$ cat src/rtl/ula_seq.sv
// Instruction sequencer for an external combinational 8-bit ALU: accepts one
// instruction, reads its operands from a small register file, runs the ALU and writes the result back.
module ula_seq #(
   parameter int AW = 2
) (
   input  logic          clk,
   input  logic          reset,
   input  logic          instr_valid,
   output logic          instr_ready,
   input  logic [2:0]    instr_op,
   input  logic [AW-1:0] instr_rd,
   input  logic [AW-1:0] instr_rs,
   input  logic [AW-1:0] instr_rt,
   input  logic [7:0]    instr_imm,
   output logic [2:0]    ula_op,
   output logic [7:0]    ula_a,
   output logic [7:0]    ula_b,
   input  logic [7:0]    ula_res,
   output logic          done,
   output logic [7:0]    done_data,
   output logic          zero,
   input  logic [AW-1:0] dbg_addr,
   output logic [7:0]    dbg_data,
   output logic [1:0]    dbg_state
);

   localparam int NREG = 2 ** AW;
   localparam logic [2:0] OP_PASS = 3'b000;
   localparam logic [2:0] OP_LOAD = 3'b111;

   typedef enum logic [1:0] {
      S_IDLE = 2'd0,
      S_READ = 2'd1,
      S_EXEC = 2'd2,
      S_WB   = 2'd3
   } state_t;

   // Handshake: an instruction transfers on a rising edge where instr_valid and
   // instr_ready are both high; instr_ready is high only in IDLE outside reset.

   state_t          state_q, state_d;
   logic [2:0]      op_q, op_d;
   logic [AW-1:0]   rd_q, rd_d;
   logic [AW-1:0]   rs_q, rs_d;
   logic [AW-1:0]   rt_q, rt_d;
   logic [7:0]      imm_q, imm_d;
   logic [2:0]      ula_op_q, ula_op_d;
   logic [7:0]      ula_a_q, ula_a_d;
   logic [7:0]      ula_b_q, ula_b_d;
   logic [7:0]      res_q, res_d;
   logic            done_q, done_d;
   logic [7:0]      done_data_q, done_data_d;
   logic            zero_q, zero_d;
   logic [7:0]      rf_q [NREG];
   logic [7:0]      rf_d [NREG];

   always_comb begin
      state_d     = state_q;
      op_d        = op_q;
      rd_d        = rd_q;
      rs_d        = rs_q;
      rt_d        = rt_q;
      imm_d       = imm_q;
      ula_op_d    = ula_op_q;
      ula_a_d     = ula_a_q;
      ula_b_d     = ula_b_q;
      res_d       = res_q;
      done_d      = 1'b0;
      done_data_d = done_data_q;
      zero_d      = zero_q;
      rf_d        = rf_q;

      case (state_q)
         S_IDLE: begin
            if (instr_valid) begin
               op_d    = instr_op;
               rd_d    = instr_rd;
               rs_d    = instr_rs;
               rt_d    = instr_rt;
               imm_d   = instr_imm;
               state_d = S_READ;
            end
         end
         S_READ: begin
            // The ALU operand registers double as the operand latches; LOAD runs as a pass of imm.
            ula_a_d  = (op_q == OP_LOAD) ? imm_q : rf_q[rs_q];
            ula_b_d  = rf_q[rt_q];
            ula_op_d = (op_q == OP_LOAD) ? OP_PASS : op_q;
            state_d  = S_EXEC;
         end
         S_EXEC: begin
            res_d    = ula_res;
            ula_op_d = OP_PASS;
            ula_a_d  = 8'h00;
            ula_b_d  = 8'h00;
            done_d   = 1'b1;
            state_d  = S_WB;
         end
         S_WB: begin
            rf_d[rd_q]  = res_q;
            done_data_d = res_q;
            zero_d      = (res_q == 8'h00);
            state_d     = S_IDLE;
         end
         default: state_d = S_IDLE;
      endcase
   end

   always_ff @(posedge clk) begin
      if (reset) begin
         state_q     <= S_IDLE;
         op_q        <= 3'b000;
         rd_q        <= '0;
         rs_q        <= '0;
         rt_q        <= '0;
         imm_q       <= 8'h00;
         ula_op_q    <= OP_PASS;
         ula_a_q     <= 8'h00;
         ula_b_q     <= 8'h00;
         res_q       <= 8'h00;
         done_q      <= 1'b0;
         done_data_q <= 8'h00;
         zero_q      <= 1'b0;
         for (int i = 0; i < NREG; i++) rf_q[i] <= 8'h00;
      end else begin
         state_q     <= state_d;
         op_q        <= op_d;
         rd_q        <= rd_d;
         rs_q        <= rs_d;
         rt_q        <= rt_d;
         imm_q       <= imm_d;
         ula_op_q    <= ula_op_d;
         ula_a_q     <= ula_a_d;
         ula_b_q     <= ula_b_d;
         res_q       <= res_d;
         done_q      <= done_d;
         done_data_q <= done_data_d;
         zero_q      <= zero_d;
         rf_q        <= rf_d;
      end
   end

   assign instr_ready = (state_q == S_IDLE) && !reset;
   assign ula_op      = ula_op_q;
   assign ula_a       = ula_a_q;
   assign ula_b       = ula_b_q;
   assign done        = done_q;
   assign done_data   = done_data_q;
   assign zero        = zero_q;
   assign dbg_data    = rf_q[dbg_addr];
   assign dbg_state   = state_q;

endmodule

$ cat config.mk
export PLATFORM = sky130hd
export DESIGN_NAME = ula_seq
export DESIGN_NICKNAME = d
export VERILOG_FILES = /design/src/rtl/ula_seq.sv
export SDC_FILE = /design/constraint.sdc
export NUM_CORES = 1
export LEC_CHECK = 0
export CORE_MARGIN = 2
export CORE_UTILIZATION = 30
export DETAILED_ROUTE_END_ITERATION = 12
export PLACE_DENSITY_LB_ADDON = 0.1
export SLEW_MARGIN = 25
export SYNTH_ARGS = -nofsm -noshare
export SYNTH_HDL_FRONTEND = slang
export SYNTH_SLANG_ARGS = --single-unit
$ cat constraint.sdc
create_clock -name clk -period 2.4 [get_ports clk]
set_clock_uncertainty 0.1 [all_clocks]
set_input_delay 0.48 -clock clk [delete_from_list [all_inputs] [get_ports clk]]
set_output_delay 0.48 -clock clk [all_outputs]
set_load 0.05 [all_outputs]
== Yosys cells after proc, flatten, opt, wreduce, memory -nomap -nowiden ==
Cells that the tools add are included.
Operators by class
  $lt $le $gt $ge: 5
  equal/unequal tests: 5
  mux-type cells: 20
  bitwise logic cells: 4
  reductions and logical operators: 7
Operators by type and width (count)
  two-way mux 8 bit: 8
  binary-select mux 8 bit (select 2 bit): 3
  bitwise mux 32 bit: 1
  case mux 8 bit (2 select lines): 2
  demux 8 bit (select 2 bit): 1
  >= comparator 3 bit, second input constant: 4
  inverter 2 -> 3 bit: 4
  zero test 8 bit: 1
  case mux 2 bit (4 select lines): 1
  case mux 3 bit (2 select lines): 1
  == test 2 bit, second input constant: 2
  == test 3 bit, second input constant: 1
  < comparator 3 x 1 -> 1 bit, second input constant: 1
  two-way mux 3 bit: 1
  == test 2 x 1 -> 1 bit, second input constant: 1
  logical AND 1 bit: 2
  zero test 2 bit: 1
  two-way mux 2 bit: 1
  != test 2 bit, second input constant: 1
  AND reduction 2 bit: 1
  nonzero test 2 bit: 1
  zero test 1 bit: 1
  two-way mux 1 bit: 1
Storage, ports and cells
  register bits: 88
  output and inout bits: 40
  logic and storage cells: 58

== Depth between registers and ports, before layout ==
  word-level depth: 6
  depth in mapped cells: 7
  mapped depth without buffers: 5

== Least setup slack after synthesis ==
No wires, ideal clock.
  kind: register to output
  start point: register state_q[0] (netlist: dbg_state[0])
  end point: output port instr_ready
  arrival time: 1.572 ns
  slack: 0.248 ns
  cell stages (with the launch flop): 4
  cell sequence: dfxtp_1 -> inv_1 -> ha_1 -> nor2b_1
On the way
  cells in the longest elaborated chain, start to end: 2
RTL lines
  from (decl): line 41  | state_t state_q, state_d;
  from (signal assigned): line 126  | state_q <= state_d;
  zero test 2 bit: line 143  | assign instr_ready = (state_q == S_IDLE) && !reset;
  logical AND 1 bit: line 143
  to (decl): line 9  | output logic instr_ready,
Every way passes these cells.

== Worst setup path in the final report ==
  start point: input port dbg_addr[1]
  end point: output port dbg_data[6]
On the way
  cells in the longest elaborated chain, start to end: 4
RTL lines
  from (decl): line 22  | input logic [AW-1:0] dbg_addr,
  inverter 2 -> 3 bit (implied by the code): line 150  | assign dbg_data = rf_q[dbg_addr];
  binary-select mux 8 bit (select 2 bit): line 150
  two-way mux 8 bit (implied by the code) (2 in a row): line 150
  to (decl): line 23  | output logic [7:0] dbg_data,
Every way passes these cells. The select of a mux whose other input is x is not followed.

==> summary.txt <==
Placement
  • GPL Wtd Cong: ~0.8
  • DP HPWL: ~7000 um
  • Cell Count Post-Placement: approximately 600
  • # port buffers: between 60 and 70

STA
  • Worst-margin pin slew: 630 ps
  • Post-route minimum period: around 2200 ps
  • Tcrit/Tclk final: 93.1%
  • Setup-failing EPs final: 0
  • Max frequency: around 0.45 GHz
  • Slew HR: just under 60%
  • Final Hold Vio Count: 0
  • Worst hold margin: ~360 ps
  • RSZ-0062 raised after global routing: no
  • Final slew viol count: 0

Route
  • Remaining DRCs: 0
  • WL per Instance: 16.5 um
  • Initial DRC count: 182
  • Post-Route WL: about 10000 um
  • Vias per cell: 4.71
  • Vias: ~2800
  • DR pass1 iterations: 4
  • Antenna Nets Post-Route: 0

CTS
  • Post_cts resized: 6
  • CTS tree: built
  • Clk buf depth: 2
  • CTS clk-pin slew, worst paths: 60 ps
  • H-Tree Depth: 3
  • Clock Sinks: about 90
  • Root Driver: clkbuf_16
  • TritonCTS buffer count: 9
  • Setup Fix Bufs, Post-CTS: 0
  • Cts hold-fix bufs: 0
  • Skew-Pair Late Insertion Delay: 330 ps

Worst setup path
  • CP top delay family: buffers and inverters
  • Required time of the critical path: 1820 ps
  • Crit end category: primary output
  • Slowest stage cell, crit path: clkdlybuf4s50_1
  • Crit path cell chain: clkdlybuf4s50_1 -> buf_12 -> mux4_2 -> buf_8
  • Crit path buffers/inverters: 3
  • Slowest Stage Delay on Critical Path: 500 ps
  • Crit Path Max Fanout: 8
  • CP startpoint kind: input pin
  • Setup CP Type: input pin to primary output
  • Critical path arrival: ~1700 ps
  • Reg-to-reg startpoint: dbg_state[1]$_SDFFE_PP0P_
  • Crit path from: dbg_addr[1]

Logic synthesis
  • Post-Syn Instances: around 360
  • FF+latch count, synth: 88
  • YS warnings: 0
  • Post-Synth Simple-Gate Area: ~14%
  • Top FF cell, synth: dfxtp_1
  • Number of flops mapped to enable cells by yosys: 0
  • Mapped cell area: 3780 um2
  • Main combinational cell family by area after synthesis: multiplexers
  • Mapped Nets: 392
  • Syn Area/Cell: approximately 11 um2
  • Mux cell area share after synthesis: between 20% and 30%
  • Register area share after synthesis: 46.6%
  • Distinct cell type count after synthesis: 29
  • Adder-Cell Fraction of Synth Area: under 10%
  • Asr flop ratio synth: 0%
  • Compound-Gate Fraction of Synth Area: about 7.0%
  • XOR/XNOR share of the synthesized area: 0%

Finish
  • Most common cell after layout, fill and taps aside: dfxtp_1
  • Share of layout cells above drive strength 1: between 10% and 20%
  • Ant diodes: 0
  • Final nets: 461
  • Area delta synth->final: 32.9%
  • Most frequent cells in the layout: 88 x dfxtp_1, 59 x nor2_1, 58 x clkdlybuf4s50_1, 49 x mux2i_1, 38 x nand2_1
  • Finished Layout Cells: between 600 and 700

Floorplanning
  • Core Area: around 12000 um2
  • Die X: around 120 um
  • Die ar.: between 10000 and 15000 um2
  • Num rows: 41
  • I/O pin cnt: 70
  • Initial Utilization: a little under a third
  • Die height: roughly 120 um

Power and ir drop
  • Power Density: approximately 840 nW/um2
  • Total power: 4.24 mW
  • Max IR drop VDD: ~0.38 mV
  • Leak: a little under 2 nW

Run
  • Max cap viols: 0

Global routing
  • All-Layer GR Usage: ~16%
  • Antenna violations before repair: 0
  • GR Overflow Total: 0
  • Pin count of the biggest net entering global routing: slightly above 40
  • Vias in the first global route: 2894
  • First-pass GRT wire length: 16200 um

Hold path
  • Worst hold path class: flop to flop
  • Hold Crit Start: imm_q[3]$_SDFFE_PP0P_

Status
  • Outcome: complete, no violations
registers in the layout, summed over array words and instances (netlist names):
signal	flops
dbg_state	2
done	1
done_data	8
imm_q	8
op_q	3
rd_q	2
res_q	8
rf_q	32
rs_q	2
rt_q	2
ula_a	8
ula_b	8
ula_op	3
zero	1
where the power goes:
part / leakage (nW) / internal, mW / switching [mW]
combinational: 1.08 / 0.407 / 0.633
clock: 0.158 / 0.935 / 0.574
sequential: 0.712 / 1.56 / 0.127
routing by layer:
layer | track usage (%) | part of all wire, % | vias up
li1 | - | - | 1399
met3 | 3.79 | 4.0 | 6
met5 | 0 | 0 | -
met2 | 25.8 | 47 | 61
met4 | 4.52 | 0.82 | 0
met1 | 21.4 | 48 | 1377
worst paths after layout:
kind	end	slack, ps	cells after the start
min reg2reg	imm_q[3]$_SDFFE_PP0P_	360	2
max reg2reg	ula_a[3]$_SDFFE_PP0P_	410	5
min	imm_q[3]$_SDFFE_PP0P_	360	2
max	dbg_data[6]	160	4
cell type report:
| class | instances | area [um2] |
|---|---|---|
| clock buffers | 10 | 239 |
| multi-input cells | 241 | 1880 |
| fillers | 1240 | 7440 |
| flip-flops and latches | 88 | 1760 |
| repair buffers | 84 | 831 |
| well taps | 172 | 215 |
| inverters | 3 | 11.3 |
| clock inverters | 6 | 82.6 |
worst reg2reg max path: stages (launching register included):
cell and delay [ps]:
dfxtp_1 410, inv_1 90, ha_1 390, or3b_1 400, nor2_2 330, a221o_1 220
cell usage after synthesis (2+ instances only):
master / n / area [um2]
nor4_1: 2 / 12.5
inv_1: 3 / 11.3
a221o_1: 8 / 80.1
buf_4: 2 / 15.0
buf_1: 5 / 18.8
mux2i_1: 49 / 490
a21oi_1: 20 / 100
dfxtp_1: 88 / 1760
nand3_1: 5 / 25.0
nor2b_1: 5 / 31.3
ha_1: 4 / 50.1
nand3b_1: 2 / 15.0
mux4_2: 24 / 541
and2_1: 8 / 50.1
a22oi_1: 8 / 60.1
clkbuf_1: 9 / 33.8
nor2_1: 59 / 221
nand2_1: 38 / 143
buf_2: 9 / 45.0
metrics by stage:
step	cell area, um2	util (%)	TNS, ps	setup slack (ps)
2_1_floorplan	3780	-	0	248
3_3_place_gp	4680	37.6	-319	-67.5
3_5_place_dp	4680	37.6	-366	-69.0
4_1_cts	5020	40.3	0	170
5_1_grt	5020	40.3	0	131
6_report	5020	40.3	0	165
kinds of logic after synthesis:
| group | Yosys count |
|---|---|
| buffers and inverters | 29 |
| flip-flops | 88 |
| multiplexers | 73 |
| AO/OA/AOI/OAI | 39 |
| AND/OR/NAND/NOR | 125 |
| adder cells (fa/ha/maj) | 4 |
No activity file was read; power rests on OpenSTA's default activity.
